[config.mk]
export PLATFORM = sky130hd
export DESIGN_NAME = minlogic_seq_ctrl
export DESIGN_NICKNAME = d
export VERILOG_FILES = /design/src/rtl/minlogic_seq_ctrl.sv
export SDC_FILE = /design/constraint.sdc
export NUM_CORES = 1
export LEC_CHECK = 0
export CAP_MARGIN = 20
export CORE_UTILIZATION = 55
export DETAILED_ROUTE_END_ITERATION = 10
export PLACE_DENSITY_LB_ADDON = 0.25
export SLEW_MARGIN = 25
export SYNTH_ARGS = -nofsm -noshare
export SYNTH_HDL_FRONTEND = slang
export SYNTH_SLANG_ARGS = --single-unit
export TNS_END_PERCENT = 30
[constraint.sdc]
create_clock -name clk -period 3.1 [get_ports clk]
set_input_delay 0.62 -clock clk [delete_from_list [all_inputs] [get_ports clk]]
set_output_delay 0.62 -clock clk [all_outputs]
set_load 0.005 [all_outputs]
[src/rtl/minlogic_seq_ctrl.sv]
// minlogic_seq_ctrl
// Registered sequencer for the three-state S/T/U minimal-logic machine.
// Incoming (a,b) symbols are buffered in a small FIFO and applied one per
// step, either free-running (run=1) or one per step pulse (run=0).
// The illegal encoding 11 is held for TRAP_CYCLES cycles and then forced
// back to S0 with a one-cycle trap pulse. Per-state visit counters
// saturate and can be cleared for debug.
//
// Ports
//   clk, rst_n                 clock, async active-low reset
//   in_valid, in_a, in_b       symbol offer
//   in_ready                   FIFO has room (current level only)
//   run, step                  free-run / single-step pop control
//   load_en, load_state        direct state load (highest priority)
//   clr_cnt                    synchronous clear of visit counters
//   state_q, s, t, u           state register and its Moore decode
//   trap                       one-cycle pulse after forced recovery
//   busy                       FIFO non-empty or state is 11
//   fifo_level                 FIFO occupancy
//   cnt_s0, cnt_s1, cnt_s2     saturating entry counters
//
// state  | meaning
// ST_S0  | S: idle state, (a=1,b=0) leads to the illegal code
// ST_S1  | T: b=1 holds, b=0 advances to U
// ST_S2  | U: always returns to S
// ST_ILL | illegal 11: pops frozen, timer runs until forced recovery
module minlogic_seq_ctrl #(
  parameter int FIFO_DEPTH  = 4,
  parameter int CNT_W       = 8,
  parameter int TRAP_CYCLES = 2
) (
  input  logic                              clk,
  input  logic                              rst_n,
  input  logic                              in_valid,
  input  logic                              in_a,
  input  logic                              in_b,
  output logic                              in_ready,
  input  logic                              run,
  input  logic                              step,
  input  logic                              load_en,
  input  logic [1:0]                        load_state,
  input  logic                              clr_cnt,
  output logic [1:0]                        state_q,
  output logic                              s,
  output logic                              t,
  output logic                              u,
  output logic                              trap,
  output logic                              busy,
  output logic [$clog2(FIFO_DEPTH):0]       fifo_level,
  output logic [CNT_W-1:0]                  cnt_s0,
  output logic [CNT_W-1:0]                  cnt_s1,
  output logic [CNT_W-1:0]                  cnt_s2
);

  localparam int AW = $clog2(FIFO_DEPTH);
  localparam int LW = AW + 1;
  localparam int TW = $clog2(TRAP_CYCLES + 1);
  localparam logic [LW-1:0] DEPTH_L    = LW'(FIFO_DEPTH);
  localparam logic [TW-1:0] TRAP_LAST  = TW'(TRAP_CYCLES - 1);

  typedef enum logic [1:0] {
    ST_S0  = 2'b00,
    ST_S1  = 2'b01,
    ST_S2  = 2'b10,
    ST_ILL = 2'b11
  } state_t;

  state_t           r_state;
  state_t           w_state_nxt;
  state_t           w_dest;
  logic [TW-1:0]    r_timer;
  logic [TW-1:0]    w_timer_nxt;
  logic             w_recover;
  logic             r_trap;

  logic [1:0]       r_mem [FIFO_DEPTH];
  logic [AW-1:0]    r_wr_ptr;
  logic [AW-1:0]    r_rd_ptr;
  logic [LW-1:0]    r_level;
  logic [1:0]       w_sym;
  logic             w_push;
  logic             w_pop;

  logic [CNT_W-1:0] r_cnt [3];
  logic [2:0]       w_inc;

  // FIFO: level is registered, so a symbol becomes poppable the cycle after
  // its push and in_ready never bypasses a same-cycle pop.
  assign in_ready = (r_level < DEPTH_L);
  assign w_push   = in_valid & in_ready;
  assign w_pop    = (r_level != '0) & (r_state != ST_ILL) & ~load_en & (run | step);
  assign w_sym    = r_mem[r_rd_ptr];

  always_ff @(posedge clk) begin
    if (w_push) r_mem[r_wr_ptr] <= {in_a, in_b};
  end

  always_ff @(posedge clk or negedge rst_n) begin
    if (!rst_n) begin
      r_wr_ptr <= '0;
      r_rd_ptr <= '0;
      r_level  <= '0;
    end else begin
      if (w_push) r_wr_ptr <= r_wr_ptr + 1'b1;
      if (w_pop)  r_rd_ptr <= r_rd_ptr + 1'b1;
      case ({w_push, w_pop})
        2'b10:   r_level <= r_level + 1'b1;
        2'b01:   r_level <= r_level - 1'b1;
        default: r_level <= r_level;
      endcase
    end
  end

  // State register
  always_ff @(posedge clk or negedge rst_n) begin
    if (!rst_n) begin
      r_state <= ST_S0;
      r_timer <= '0;
      r_trap  <= 1'b0;
    end else begin
      r_state <= w_state_nxt;
      r_timer <= w_timer_nxt;
      r_trap  <= w_recover;
    end
  end

  // Next state: load beats trap recovery, which beats a pop.
  always_comb begin
    w_state_nxt = r_state;
    w_timer_nxt = r_timer;
    w_recover   = 1'b0;
    case (r_state)
      ST_S0:   w_dest = (w_sym[1] & ~w_sym[0]) ? ST_ILL : ST_S0;
      ST_S1:   w_dest = w_sym[0] ? ST_S1 : ST_S2;
      default: w_dest = ST_S0;
    endcase
    if (load_en) begin
      w_state_nxt = state_t'(load_state);
      w_timer_nxt = '0;
    end else if (r_state == ST_ILL) begin
      if (r_timer == TRAP_LAST) begin
        w_state_nxt = ST_S0;
        w_timer_nxt = '0;
        w_recover   = 1'b1;
      end else begin
        w_timer_nxt = r_timer + 1'b1;
      end
    end else if (w_pop) begin
      w_state_nxt = w_dest;
    end
  end

  // Counter increment select; pop and recovery are mutually exclusive.
  always_comb begin
    w_inc = 3'b000;
    if (w_pop) begin
      case (w_dest)
        ST_S0:   w_inc = 3'b001;
        ST_S1:   w_inc = 3'b010;
        ST_S2:   w_inc = 3'b100;
        default: w_inc = 3'b000;
      endcase
    end
    if (w_recover) w_inc = 3'b001;
  end

  always_ff @(posedge clk or negedge rst_n) begin
    if (!rst_n) begin
      for (int i = 0; i < 3; i++) r_cnt[i] <= '0;
    end else if (clr_cnt) begin
      for (int i = 0; i < 3; i++) r_cnt[i] <= '0;
    end else begin
      for (int i = 0; i < 3; i++) begin
        if (w_inc[i] && (r_cnt[i] != '1)) r_cnt[i] <= r_cnt[i] + 1'b1;
      end
    end
  end

  assign state_q    = r_state;
  assign s          = (r_state == ST_S0);
  assign t          = (r_state == ST_S1);
  assign u          = (r_state == ST_S2);
  assign trap       = r_trap;
  assign busy       = (r_level != '0) | (r_state == ST_ILL);
  assign fifo_level = r_level;
  assign cnt_s0     = r_cnt[0];
  assign cnt_s1     = r_cnt[1];
  assign cnt_s2     = r_cnt[2];

endmodule

==> impl_metrics.json, run 1 <==
{
  "clockPowerShare": 0.235,
  "layout.nets": 285,
  "syn_nets": 236,
  "cp_top_family": "buffers and inverters",
  "min_from": "r_timer[1]",
  "slowest_stage": "clkdlybuf4s50_1",
  "finalHoldViolations": 0,
  "combinationalPowerShare": 0.343,
  "rsz0062_at_grt": "false",
  "synth_top_cell_area_share": 0.392,
  "drt.antenna.violating_nets": 0,
  "path_cells": "nor2b_1, clkdlybuf4s50_1",
  "r2r_setup_slack_ns": 0.94,
  "worstHoldEndpoint": "r_timer[1]",
  "crit_buf_inv": 1,
  "dp_slack_ns": 0.485,
  "fill_cells": 309,
  "critical-path-max-stage-delay_ns": 0.57,
  "die-area_sq_um": 4440,
  "relSlewSlack": 0.675,
  "cp-start-kind": "flop",
  "rows": 23,
  "switching_power_mw": 0.615,
  "drt_iter0_markers": 157,
  "vias": 1776,
  "fmax_mhz": 414,
  "post-route-drc-count": 0,
  "tightest_slew_ns": 0.487,
  "hp-class": "flop to flop",
  "clkLatencyLatePin_ns": 0.30,
  "synth_top_area_cell": "dfrtp_1",
  "path_clk_slew_ns": 0.09,
  "cts_made_buffers": 5,
  "drive_gt1_frac": 0.0865,
  "end_kind": "primary output",
  "stdcell_count": 316,
  "grt_max_degree": 37,
  "status": "finished, final reports clean",
  "grt_usage": 0.234,
  "coreArea_sq_um": 4000,
  "antenna_found_initial": 0,
  "setup_viol": 0,
  "ir_drop_uv": 592,
  "sw_frac_of_total": 0.333,
  "wl_mm": 4.64,
  "cap_violations": 0,
  "root_buffer": "clkbuf_8",
  "ys_ff_latch": 44,
  "htree_levels": 2,
  "overflow": 0,
  "area_growth_pct": 27.1,
  "io_buffers": 45,
  "die_x_um": 66.6,
  "grt_pass1_wl_mm": 7.63,
  "post_cts_buffers": 0,
  "seqPwrFrac": 0.422,
  "grt_pass1_vias": 1661,
  "cts_tree": "yes",
  "postCtsHoldBufs": 0,
  "numClockSinks": 44,
  "die_h_um": 66.6,
  "setup_tns_ns": 0,
  "finalCritPeriodShare": 0.779,
  "dp_hpwl_mm": 3.22,
  "n_antenna_cell": 0,
  "start_util": 0.574,
  "hold-path-cell-count": 2,
  "worst-path-stages": 2,
  "io_pins": 46,
  "skew_ns": 0.0114,
  "drtPass1Iterations": 4,
  "dp.cells": 308,
  "power.density_nw_per_um2": 632,
  "synthesis.area_sq_um": 2300,
  "yosysUniqueCellTypes": 42,
  "synthTopCellsByArea": "dfrtp_1, edfxtp_1, xor2_1",
  "avgViaCountPerCell": 5.62,
  "globalplace.congestion": 0.789,
  "synthCells": 216,
  "synth_area_per_cell_sq_um": 10.6,
  "r2r-start": "r_rd_ptr[0]",
  "p_int_mw": 1.23,
  "drv_slew": 0,
  "critPathRequiredTime_ns": 2.48,
  "power_leakage_nw": 1.20,
  "seq_area_frac_synth": 0.497,
  "cp_max_fo": 9,
  "ys_warn_count": 0,
  "worstSetupPathType": "flop to primary output",
  "layout_min_cycle_time_ns": 2.42,
  "worstPathArrival_ns": 1.80,
  "r2r-end": "cnt_s0[7]",
  "max-clock-path-buffers": 2,
  "reg2reg_depth": 5,
  "cts_resized": 0,
  "worst_slack_ns": 0.685,
  "routedWlPerCell_um": 14.7
}
## worst min-delay path: stages (launching register included)
cell,delay [ns]
dfrtp_1,0.38
inv_1,0.06
a311oi_1,0.05
## per-layer routing
layer,global-route usage,vias up,wire length (um),share of wire
li1,-,868,-,-
met1,0.305,849,2020,0.44
met2,0.374,47,2320,0.50
met3,0.0428,12,200,0.043
met4,0.112,0,102,0.022
met5,0,-,0,0
## stage by stage
stage	power, mW	utilization	hold WS, ns	cell area (sq um)
final	1.85	0.730	0.520	2920
after global routing	1.95	0.730	0.552	2920
after CTS	1.86	0.730	0.521	2920
after detailed placement	1.41	0.703	0.510	2810
after global placement	1.40	0.703	0.487	2810
after floorplan	1.16	-	0.324	2300
## power groups by stage
| stage | combinational [mW] | clock, mW | sequential, mW |
|---|---|---|---|
| final | 0.633 | 0.434 | 0.778 |
| after global routing | 0.697 | 0.467 | 0.790 |
| after CTS | 0.637 | 0.441 | 0.778 |
| after detailed placement | 0.626 | 0 | 0.787 |
| after global placement | 0.615 | 0 | 0.784 |
| after floorplan | 0.398 | 0 | 0.766 |
## Yosys cell counts
cell	count
nor3b_2	1
a311oi_1	1
nand4_1	11
mux2i_1	3
o2111ai_1	1
o21ai_0	5
nor2b_1	4
or2_2	1
o21ai_2	1
a211oi_1	1
xor2_1	17
nor2_4	1
and4_1	5
fa_1	1
o21bai_2	1
xnor2_1	4
nor2_2	1
nor3_1	4
inv_1	8
or3_1	2
mux4_2	2
buf_1	1
ha_1	8
or4_1	5
nor3_2	1
and3b_1	1
a41oi_2	1
nand2b_1	3
nor4bb_1	1
a21oi_1	10
buf_2	4
nor2_1	22
o21ai_1	2
edfxtp_1	8
and2_1	6
nand2_1	12
nand3_1	8
clkbuf_1	3
and4bb_2	1
and3_1	3
o31ai_1	5
dfrtp_1	36
## worst max path at each step
stage | start | to
6_report | state_q[0] | t
5_1_grt | state_q[0] | t
4_1_cts | state_q[0] | t
3_5_place_dp | load_en | fifo_level[2]
3_3_place_gp | load_en | fifo_level[2]
2_1_floorplan | load_en | fifo_level[2]
## state kept, by name (all words and copies together), names as in the netlist
register / flops
cnt_s0: 8
cnt_s1: 8
cnt_s2: 8
fifo_level: 3
r_mem: 8
r_rd_ptr: 2
r_timer: 2
r_wr_ptr: 2
state_q: 2
trap: 1
## final cells by class
type | count | area (sq um) | share of cell area
sequential | 44 | 1140 | 0.391
timing repair buffer | 50 | 488 | 0.167
inverter | 8 | 30.0 | 0.0103
multi-input combinational | 156 | 1090 | 0.374
clock inverter | 2 | 35.0 | 0.0120
clock buffer | 6 | 72.6 | 0.0249
tap | 50 | 62.6 | 0.0214
## cells in the final DEF (no fill, tap or decap), types with 6 or more instances in the layout
| master | Yosys | routed |
|---|---|---|
| clkdlybuf4s50_1 | 0 | 45 |
| a21oi_1 | 10 | 10 |
| ha_1 | 8 | 8 |
| edfxtp_1 | 8 | 8 |
| nor2_1 | 22 | 22 |
| nand2_1 | 12 | 12 |
| dfrtp_1 | 36 | 36 |
| nand4_1 | 11 | 11 |
| and2_1 | 6 | 6 |
| inv_1 | 8 | 8 |
| nand3_1 | 8 | 8 |
| xor2_1 | 17 | 17 |
## cells by family (layout without fill, tap and decap cells)
kind of cell | after synthesis | after routing | synth area share
AO/OA/AOI/OAI | 28 | 28 | 0.0801
XOR/XNOR | 21 | 21 | 0.0801
adder cells (fa/ha/maj) | 9 | 9 | 0.0523
buffers and inverters | 16 | 66 | 0.0283
flip-flops | 44 | 44 | 0.497
multiplexers | 5 | 5 | 0.0327
AND/OR/NAND/NOR | 93 | 93 | 0.230
(Power assumes the default switching activity.)
==> run 2, diff against run 1 <==
Settings changed: CORE_UTILIZATION 55 to 51.
Clock period 3.1 ns to 2.3 ns, I/O delays scaled along.
==> run 2 against run 1 <==
Compared with the run above:
- the run now ends with design-rule violations left
- setup slack worse by 0.50 ns
- non-clock buffer count is 7 higher
- total power is 36% higher
- clock power is 30% higher
- critical endpoint is now cnt_s0[5]
==> impl_metrics.json, run 2 (synthesized netlist as in run 1, its figures left out) <==
{
  "status": "complete, but fails checks",
  "violations": "design-rule violations",
  "wl_mm": 4.46,
  "dp_hpwl_mm": 3.14,
  "layout_min_cycle_time_ns": 2.11,
  "finalCritPeriodShare": 0.919,
  "avgViaCountPerCell": 5.48,
  "drtPass1Iterations": 7,
  "rows": 24,
  "fmax_mhz": 473,
  "worstPathArrival_ns": 2.33,
  "finalHoldViolations": 0,
  "fin_hold_ws_ns": 0.513,
  "dp.cells": 317,
  "power_leakage_nw": 1.23,
  "area_growth_pct": 29.3,
  "die_h_um": 69.1,
  "stdcell_count": 324,
  "sw_frac_of_total": 0.323,
  "grt_pass1_vias": 1760,
  "combinationalPowerShare": 0.368,
  "cp-start-kind": "input pin",
  "setup_viol": 0,
  "max-clock-path-buffers": 2,
  "layout_commonest_cell": "clkdlybuf4s50_1",
  "path_clk_slew_ns": 0.08,
  "drt_iter0_markers": 168,
  "skew_ns": 0.00635,
  "worstSetupPathType": "input pin to flop",
  "drv_slew": 0,
  "clockPowerShare": 0.224,
  "fill_cells": 336,
  "tightest_slew_ns": 0.451,
  "seqPwrFrac": 0.408,
  "globalplace.congestion": 0.800,
  "root_buffer": "clkbuf_8",
  "power.density_nw_per_um2": 846,
  "cts_made_buffers": 5,
  "n_antenna_cell": 0,
  "start_util": 0.528,
  "grt_pass1_wl_mm": 7.84,
  "cap_violations": 0,
  "p_int_mw": 1.70,
  "end_kind": "flop",
  "io_buffers": 45,
  "cts_resized": 0,
  "overflow": 0,
  "cp_max_fo": 13,
  "io_pins": 46,
  "grt_usage": 0.204,
  "drt.antenna.violating_nets": 0,
  "die_x_um": 69.1,
  "layout.nets": 292,
  "post-route-drc-count": 1,
  "htree_levels": 2,
  "clkLatencyLatePin_ns": 0.29,
  "switching_power_mw": 0.810,
  "grt_max_degree": 37,
  "die-area_sq_um": 4780,
  "final_cell_mix": "clkdlybuf4s50_1, dfrtp_1, nor2_1",
  "drive_gt1_frac": 0.107,
  "post_cts_buffers": 0,
  "cts_tree": "yes",
  "vias": 1776,
  "coreArea_sq_um": 4350,
  "postCtsHoldBufs": 0,
  "relSlewSlack": 0.699,
  "routedWlPerCell_um": 13.8,
  "ir_drop_uv": 612,
  "hp-class": "flop to flop",
  "antenna_found_initial": 0,
  "numClockSinks": 44,
  "rsz0062_at_grt": "false",
  "critPathRequiredTime_ns": 2.51
}
-- run 2: changes by cell type in the layout (fill, tap and decap cells not counted), sizes merged --
cell    previous run  this run
buf                5        12
clkinv             1         0
-- run 2: path summary, 6_finish.rpt --
| path | to | from | slack, ns | cells past startpoint |
|---|---|---|---|---|
| min in group asynchronous | cnt_s0[2] | rst_n | 0.57 | 2 |
| max reg2reg | cnt_s2[0] | r_rd_ptr[0] | 0.24 | 6 |
| min reg2reg | r_timer[1] | r_timer[1] | 0.51 | 2 |
| min | r_timer[1] | r_timer[1] | 0.51 | 2 |
| max in group asynchronous | cnt_s1[5] | rst_n | 1.40 | 2 |
| max | cnt_s0[5] | load_en | 0.19 | 7 |
-- run 2: per-layer routing --
metal | GRT usage | part of all wire | wire (um)
met5 | 0 | 0 | 0
met3 | 0.0556 | 0.045 | 199
met4 | 0.0567 | 0.010 | 45
met2 | 0.319 | 0.46 | 2040
met1 | 0.279 | 0.49 | 2170
-- run 2: final cells by class --
class / count / area [sq um] / share of cell area
clock buffer: 6 / 72.6 / 0.0244
inverter: 8 / 30.0 / 0.0101
sequential: 44 / 1140 / 0.384
timing repair buffer: 57 / 541 / 0.182
multi-input combinational: 156 / 1090 / 0.367
clock inverter: 1 / 30.0 / 0.0101
tap: 52 / 65.1 / 0.0219
-- run 2: stage by stage --
| stage | setup TNS [ns] | util | instance area, sq um | power, mW | worst slack [ns] |
|---|---|---|---|---|---|
| 6_report | 0 | 0.682 | 2970 | 2.51 | 0.187 |
| 5_1_grt | 0 | 0.682 | 2970 | 2.68 | 0.00100 |
| 4_1_cts | 0 | 0.682 | 2970 | 2.54 | 0.193 |
| 3_5_place_dp | -0.383 | 0.659 | 2870 | 1.96 | -0.100 |
| 3_3_place_gp | -0.0918 | 0.659 | 2870 | 1.95 | -0.0388 |
| 2_1_floorplan | 0 | - | 2300 | 1.57 | 0.148 |
-- run 2: critical path: stages --
cell	delay, ns
clkdlybuf4s50_1	0.45
a21oi_1	0.17
nor3b_2	0.22
buf_4	0.17
o21ai_2	0.14
or4_1	0.54
a21oi_1	0.18
-- run 2: power groups by stage --
| stage | Combinational, mW | Clock [mW] | Sequential [mW] |
|---|---|---|---|
| after floorplan | 0.537 | 0 | 1.03 |
| after global placement | 0.907 | 0 | 1.04 |
| after detailed placement | 0.921 | 0 | 1.04 |
| after CTS | 0.932 | 0.583 | 1.03 |
| after global routing | 1.02 | 0.612 | 1.04 |
| final | 0.925 | 0.564 | 1.02 |
